`src/rtl/log_ram_pkg.sv`:
```
// Shared state and mode encodings for the log-to-RAM capture controller.
package log_ram_pkg;

    typedef enum logic [2:0] {
        ST_IDLE = 3'd0,
        ST_FILL = 3'd1,
        ST_PRE  = 3'd2,
        ST_POST = 3'd3,
        ST_DONE = 3'd4
    } state_t;

    localparam logic MODE_FILL = 1'b0;
    localparam logic MODE_CIRC = 1'b1;

endpackage

```
`src/rtl/log_ram_ctrl_rise_edge_det.sv`:
```
// Purpose: one-flop rising-edge detector for the micro run request.
// Latency: o_rise is combinational in the cycle i_din first reads high.
// Backpressure: none.
module rise_edge_det (
    input  logic clock,
    input  logic i_reset,
    input  logic i_din,
    output logic o_rise
);

    logic din_q;

    always_ff @(posedge clock or posedge i_reset) begin
        if (i_reset) din_q <= 1'b0;
        else         din_q <= i_din;
    end

    assign o_rise = i_din & ~din_q;

endmodule

```
`src/rtl/log_ram_ctrl.sv`:
```
// Purpose: log RAM capture controller (single fill, optional circular pre/post trigger via LOG_RAM_CIRCULAR_EN).
// Latency: run edge at N -> busy/first write at N+1; last write at M -> full at M+1; o_wr_en combinational.
// Backpressure: none; writes are gated only by i_sample_valid, i_stop aborts to IDLE.
module log_ram_ctrl
    import log_ram_pkg::*;
#(
    parameter int NB_ADDR = 3
) (
    input  logic               clock,
    input  logic               i_reset,
    input  logic               i_run,
    input  logic               i_stop,
    input  logic               i_sample_valid,
    input  logic               i_mode,
    input  logic               i_trigger,
    input  logic [NB_ADDR-1:0] i_post_count,
    output logic               o_wr_en,
    output logic [NB_ADDR-1:0] o_wr_addr,
    output logic               o_full_mem,
    output logic               o_busy,
    output logic [NB_ADDR-1:0] o_trig_addr,
    output logic               o_wrapped
);

    localparam int RAM_DEPTH = 2**NB_ADDR;
    localparam logic [NB_ADDR-1:0] LAST_ADDR = NB_ADDR'(RAM_DEPTH - 1);

    state_t             state, state_nxt;
    logic [NB_ADDR-1:0] addr, addr_nxt;
    logic [NB_ADDR-1:0] trig, trig_nxt;
    logic [NB_ADDR-1:0] post_cnt, post_nxt;
    logic               full, full_nxt;
    logic               wrapped, wrapped_nxt;
    logic               run_rise;
    logic               capturing;

    rise_edge_det u_run_edge (
        .clock   (clock),
        .i_reset (i_reset),
        .i_din   (i_run),
        .o_rise  (run_rise)
    );

    assign capturing = (state == ST_FILL) || (state == ST_PRE) || (state == ST_POST);

`ifndef LOG_RAM_CIRCULAR_EN
    logic unused_circ_inputs;
    assign unused_circ_inputs = ^{i_mode, i_trigger, i_post_count};
`endif

    always_comb begin
        state_nxt   = state;
        addr_nxt    = addr;
        trig_nxt    = trig;
        post_nxt    = post_cnt;
        full_nxt    = full;
        wrapped_nxt = wrapped;
        case (state)
            ST_IDLE, ST_DONE: begin
                // an abort in the same cycle suppresses the run edge
                if (run_rise && !i_stop) begin
                    addr_nxt    = '0;
                    trig_nxt    = '0;
                    full_nxt    = 1'b0;
                    wrapped_nxt = 1'b0;
                    state_nxt   = ST_FILL;
`ifdef LOG_RAM_CIRCULAR_EN
                    if (i_mode == MODE_CIRC) state_nxt = ST_PRE;
`endif
                end
            end
            ST_FILL: begin
                if (i_stop) begin
                    state_nxt = ST_IDLE;
                end else if (i_sample_valid) begin
                    if (addr == LAST_ADDR) begin
                        state_nxt = ST_DONE;
                        full_nxt  = 1'b1;
                    end else begin
                        addr_nxt = addr + 1'b1;
                    end
                end
            end
`ifdef LOG_RAM_CIRCULAR_EN
            ST_PRE: begin
                if (i_stop) begin
                    state_nxt = ST_IDLE;
                end else begin
                    if (i_sample_valid) begin
                        addr_nxt = addr + 1'b1;
                        if (addr == LAST_ADDR) wrapped_nxt = 1'b1;
                    end
                    if (i_trigger) begin
                        trig_nxt = addr;
                        post_nxt = i_post_count;
                        if (i_post_count == '0) begin
                            state_nxt = ST_DONE;
                            full_nxt  = 1'b1;
                        end else begin
                            state_nxt = ST_POST;
                        end
                    end
                end
            end
            ST_POST: begin
                if (i_stop) begin
                    state_nxt = ST_IDLE;
                end else if (i_sample_valid) begin
                    addr_nxt = addr + 1'b1;
                    post_nxt = post_cnt - 1'b1;
                    if (post_cnt == NB_ADDR'(1)) begin
                        state_nxt = ST_DONE;
                        full_nxt  = 1'b1;
                    end
                end
            end
`endif
            default: state_nxt = ST_IDLE;
        endcase
    end

    always_ff @(posedge clock or posedge i_reset) begin
        if (i_reset) begin
            state    <= ST_IDLE;
            addr     <= '0;
            trig     <= '0;
            post_cnt <= '0;
            full     <= 1'b0;
            wrapped  <= 1'b0;
        end else begin
            state    <= state_nxt;
            addr     <= addr_nxt;
            trig     <= trig_nxt;
            post_cnt <= post_nxt;
            full     <= full_nxt;
            wrapped  <= wrapped_nxt;
        end
    end

    assign o_wr_en     = capturing & i_sample_valid;
    assign o_wr_addr   = addr;
    assign o_full_mem  = full;
    assign o_busy      = capturing;
    assign o_trig_addr = trig;
    assign o_wrapped   = wrapped;

endmodule

```
`config.mk`:
```
export PLATFORM = sky130hd
export DESIGN_NAME = log_ram_ctrl
export DESIGN_NICKNAME = d
export VERILOG_FILES = /design/src/rtl/log_ram_pkg.sv /design/src/rtl/log_ram_ctrl_rise_edge_det.sv /design/src/rtl/log_ram_ctrl.sv
export SDC_FILE = /design/constraint.sdc
export NUM_CORES = 1
export LEC_CHECK = 0
export ABC_AREA = 1
export CORE_UTILIZATION = 30
export DETAILED_ROUTE_END_ITERATION = 12
export REMOVE_ABC_BUFFERS = 1
export SYNTH_ARGS = -nofsm -noshare
export SYNTH_HDL_FRONTEND = slang
export SYNTH_HIERARCHICAL = 1
export SYNTH_SLANG_ARGS = --single-unit
```
`constraint.sdc`:
```
create_clock -name clock -period 3.2 [get_ports clock]
set_input_delay 0.32 -clock clock [delete_from_list [all_inputs] [get_ports clock]]
set_output_delay 0.32 -clock clock [all_outputs]
set_load 0.005 [all_outputs]
```
## After elaboration in Yosys (flattened, before gate mapping)

Index checks and enable logic that the tools add are counted.
Widths: inputs -> output; s select.

| word-level totals | value |
|---|---|
| flip-flop bits (word level) | 8 |
| bits of input ports | 10 |
| output and inout port bits | 10 |
| word-level logic and storage cells | 45 |

| operators by class | value |
|---|---|
| add/subtract/negate cells | 1 |
| eq/ne operators | 12 |
| muxes and demuxes | 15 |
| bitwise operators | 3 |
| reduce and logical (&&, ||, !) cells | 10 |

Operators by type and width:

| kind | number |
|---|---|
| $mux 3 | 8 |
| $pmux 3 s2 | 2 |
| $reduce_and 5->1 | 2 |
| $ne 2x2->1 const B | 4 |
| $eq 3x2->1 const B | 2 |
| $eq 3x3->1 const B | 2 |
| $mux 1 | 4 |
| $add 3x1->3 const B | 1 |
| $eq 3x1->1 const B | 1 |
| $logic_not 3->1 | 1 |
| $ne 3x2->1 const B | 1 |
| $ne 3x3->1 const B | 1 |
| $reduce_and 3->1 | 1 |
| $and 1x1->1 | 2 |
| $logic_or 1x1->1 | 2 |
| $ne 2x1->1 const B | 1 |
| $pmux 1 s2 | 1 |
| $reduce_bool 2->1 | 1 |
| $reduce_or 2->1 | 1 |
| $logic_and 1x1->1 | 1 |
| $logic_not 1->1 | 1 |
| $not 1->1 | 1 |

## Logic depth before layout (Yosys ltp)

| depth | value |
|---|---|
| depth after elaboration | 5 |
| mapped depth | 7 |
| mapped depth without buffers | 7 |

## Modules after synthesis

The synthesis kept the hierarchy.

By module, submodules not included:

| module | instances | cells each | area each (µm²) | sequential area each (µm²) |
|---|---|---|---|---|
| log_ram_ctrl | 1 | 55 | 412.9 | 150.1 |
| rise_edge_det | 1 | 4 | 38.8 | 25.0 |

## Worst setup path before layout

No wires, ideal clock.

| path | value |
|---|---|
| path type | reg-to-reg |
| start | reg addr[0], in the netlist o_wr_addr[0] |
| end | reg addr[0], in the netlist o_wr_addr[0] |
| setup time | 0.065 ns |
| arrival time | 1.223 ns |
| data required time | 3.135 ns |
| path slack | 1.912 ns |
| stages on the path, launching flop included | 6 |
| path buffers | 0 |
| clock period less this slack | 1.288 ns |
| path through | dfrtp_1 -> ha_1 -> ha_1 -> o21ai_0 -> nand4_1 -> nand2_1 |

| between the ends | value |
|---|---|
| cells in the longest elaborated chain, start to end | 5 |
| elaborated cells between the ends (all ways) | 8 |
| those cells by class | 1 x add/sub; 2 x eq/ne; 4 x mux; 1 x reduce/logical |

Ends and longest elaborated chain:

| what | line | source |
|---|---|---|
| start, declared | log_ram_ctrl.sv:29 | `logic [NB_ADDR-1:0] addr, addr_nxt;` |
| start signal, assigned | log_ram_ctrl.sv:132 | `addr <= addr_nxt;` |
| $add 3x1->3 | log_ram_ctrl.sv:80 | `addr_nxt = addr + 1'b1;` |
| $mux 3 | log_ram_ctrl.sv:76 | `if (addr == LAST_ADDR) begin` |
| $mux 3 | log_ram_ctrl.sv:75 | `end else if (i_sample_valid) begin` |
| $mux 3 | log_ram_ctrl.sv:73 | `if (i_stop) begin` |
| $pmux 3 s2 | log_ram_ctrl.sv:58 | `case (state)` |

Several ways; a longest one is shown, not always the timed one. The select of a mux whose other input is x is not followed.
A chain may end at the register's enable or synchronous reset.

## Worst setup path after layout

| path | value |
|---|---|
| start | in i_sample_valid |
| end | out o_wr_en |

| between the ends | value |
|---|---|
| cells in the longest elaborated chain, start to end | 1 |

Ends and longest elaborated chain:

| what | line | source |
|---|---|---|
| start, declared | log_ram_ctrl.sv:13 | `input logic i_sample_valid,` |
| $and 1x1->1 | log_ram_ctrl.sv:140 | `assign o_wr_en = capturing & i_sample_valid;` |
| end, declared | log_ram_ctrl.sv:17 | `output logic o_wr_en,` |

Every way passes these cells.

==> summary.txt <==
Run status
  • Status: finished, final reports clean

Cells and area
  • Share of cells above drive strength 1: 9.722%
  • Ant diodes: 0
  • Syn-to-layout area delta: 27.98%
  • Number of fill cells in the layout: approximately 150
  • Fin util: 42.82%
  • Cell area after layout: around 580 µm²
  • Post-layout net count: 86

Drt
  • Total vias in the final route: approximately 400
  • DRC viols: 0
  • Antenna Nets Post-Route: 0
  • Drt total wl: 891 µm
  • Routed len/inst: 10.24 µm
  • Initial detailed-routing violation count: 9
  • DRT Pass-1 Iters: 3
  • Via/cell ratio: 4.644

Setup path
  • CP endpoint kind: output port
  • Critical path cell sequence: clkdlybuf4s50_1 > inv_1 > nor2_1 > clkdlybuf4s50_1
  • CP peak stage delay: 0.50 ns
  • Critical Path Fanout Max: 3
  • Crit path DAT: 1.48 ns
  • Worst Setup Path Type: in -> out
  • Setup slack, reg-to-reg: 1.71 ns
  • Startpoint Class: input pin
  • Reg2Reg Depth: 5
  • CP dominant cell by count: clkdlybuf4s50_1
  • Required @ worst endpoint: 2.88 ns
  • Worst R2R Start: o_wr_addr[0]$_DFFE_PP0P_
  • Crit Reg-Reg Endpoint: o_wr_addr[2]$_DFFE_PP0P_
  • Critical path's slowest cell: clkdlybuf4s50_1

Synthesis
  • Share of the synthesized area in the top cell type: ~39%
  • Yosys warning count: 6
  • Ys async rst share: between 90% and 100%
  • Top cells by count, synth: inv_1 (11), nand2_1 (11), dfrtp_1 (7), nand3_1 (7), nor2_1 (5)
  • Post-synthesis average cell area: 7.656 µm²
  • Seq/Total Area, Yosys: 38.78%
  • Post-synth EDFFs: 0
  • Synth Register Bits: 7
  • Post-synth cell types: 16
  • Ys flop type: dfrtp_1
  • Yosys top cell by area: dfrtp_1
  • Syn Std Cell Area: 451.7 µm²
  • Top post-synthesis cells by area: dfrtp_1 (39%), inv_1 (9.1%), nand2_1 (9.1%), ha_1 (8.3%), nand3_1 (7.8%)
  • Mapped Cells: 59

Clocking
  • Clock buffer depth: 2
  • Clk_lat worst skew: around 0.25 ns
  • CTS Sinks: 7
  • CTS resizes: 0
  • Cts bufs inserted: 3
  • CTS tree: yes
  • Root Buffer: clkbuf_4
  • CTS H-tree depth: 1
  • Post-CTS Setup Bufs: 0
  • Hold_buf cts: 0
  • Reg clk slew, reported paths: about 0.05 ns

Flow run
  • Max Cap Viol: 0

Global routing
  • Initial antenna violation count: 0
  • Largest net degree at the start of global routing: 7
  • Grt total ovfl: 0
  • Gr usage total: 13.79%
  • Vias in the first global route: 353
  • Global-route wire length before repair: 1435 µm

Floorplanning
  • # IOs: 20
  • Initial core utilization: ~33%
  • Core area: ~0.0014 mm²
  • Die Ht: 40.80 µm
  • Rows: 13
  • Chip Width: 40.80 µm
  • Die area: 0.001665 mm²

Placed design
  • I/O Buffers: 10
  • Dpl cell area: 551.8 µm²
  • Hpwl dp: 696.8 µm
  • Gpl congestion: slightly below 0.8

Min path
  • Worst min path class: in -> async

STA
  • Final setup vio count: 0
  • Final hold viol count: 0
  • Fmax: 554.3 MHz
  • Setup TNS: 0 ns
  • Unrepaired setup endpoints after global routing: false
  • Max Slew Vio Count: 0
  • Clock skew: ~0.00075 ns
  • Fin crit period: 1.804 ns
  • Crit share post-route: between 50% and 60%

Power
  • Worst vdd ir: 0.0001939 V
  • Pwr dens: 415.0 mW/mm²
  • Leak: 0.3016 nW
==> stage by stage <==
step,setup WS [ns],cells,power (mW),hold WS (ns)
after CTS,1.383,87,0.2441,0.2183
after global placement,1.385,83,0.1601,0.4894
after floorplan,1.912,58,0.1330,0.04871
after global routing,1.320,87,0.2583,0.2596
after detailed placement,1.393,83,0.1606,0.4909
final,1.396,87,0.2399,0.2238
==> cells by family after synthesis <==
logic type | after synthesis | synth area share (%)
compound gates | 4 | 6.372
fa+ha+maj | 3 | 8.311
buf+inv | 16 | 16.62
flops | 7 | 38.78
other cells | 1 | 0.8302
simple gates | 28 | 29.09
==> metal layers <==
metal / vias to the layer above / share of wire, % / track usage [%]
met4: 0 / 3.0 / 10.00
met1: 178 / 50 / 17.94
met2: 16 / 40 / 19.53
li1: 205 / - / -
met3: 5 / 6.4 / 3.261
met5: - / 0 / 0
==> critical path: cells and delay by family <==
kind | cells | cell delay, ns
buf+inv | 3 | 1.07
simple gates | 1 | 0.10
==> sequential cells by signal, summed over array words and instances, names as in the netlist <==
register,flops
o_full_mem,1
o_wr_addr,3
u_run_edge/din_q,1
state,2
==> how the worst max path moves through the flow <==
| stage | from | cells past startpoint | to | slack, ns |
|---|---|---|---|---|
| after floorplan | o_wr_addr[0]$_DFFE_PP0P_ | 5 | o_wr_addr[0]$_DFFE_PP0P_ | 1.91 |
| after global placement | i_sample_valid | 4 | o_wr_en | 1.38 |
| after detailed placement | i_sample_valid | 4 | o_wr_en | 1.39 |
| after CTS | i_sample_valid | 4 | o_wr_en | 1.38 |
| after global routing | i_sample_valid | 4 | o_wr_en | 1.32 |
| final | i_sample_valid | 4 | o_wr_en | 1.40 |
==> final cells by class <==
class / count / area, µm² / share of cell area (%)
clock buffers: 4 / 26.28 / 4.545
repair buffers: 10 / 100.1 / 17.32
well taps: 15 / 18.77 / 3.247
flip-flops and latches: 7 / 175.2 / 30.30
multi-input cells: 39 / 212.7 / 36.80
inverters: 12 / 45.04 / 7.792
==> where the power goes <==
part | internal [mW] | switching [mW]
logic | 0.0283 | 0.0269
clock network | 0.0476 | 0.0336
registers | 0.0966 | 0.00687
==> layout by cell type, fill, tap and decap left out, drive strengths merged <==
cell type | Yosys | routed
o211ai | 1 | 1
nand2 | 11 | 11
ha | 3 | 3
o21ai | 1 | 1
nand3 | 7 | 7
clkdlybuf4s50 | 0 | 10
nand4 | 3 | 3
clkbuf | 0 | 4
conb | 1 | 4
nor2 | 7 | 7
inv | 12 | 12
a21oi | 1 | 1
dfrtp | 7 | 7
a21boi | 1 | 1
(Power assumes the default switching activity.)
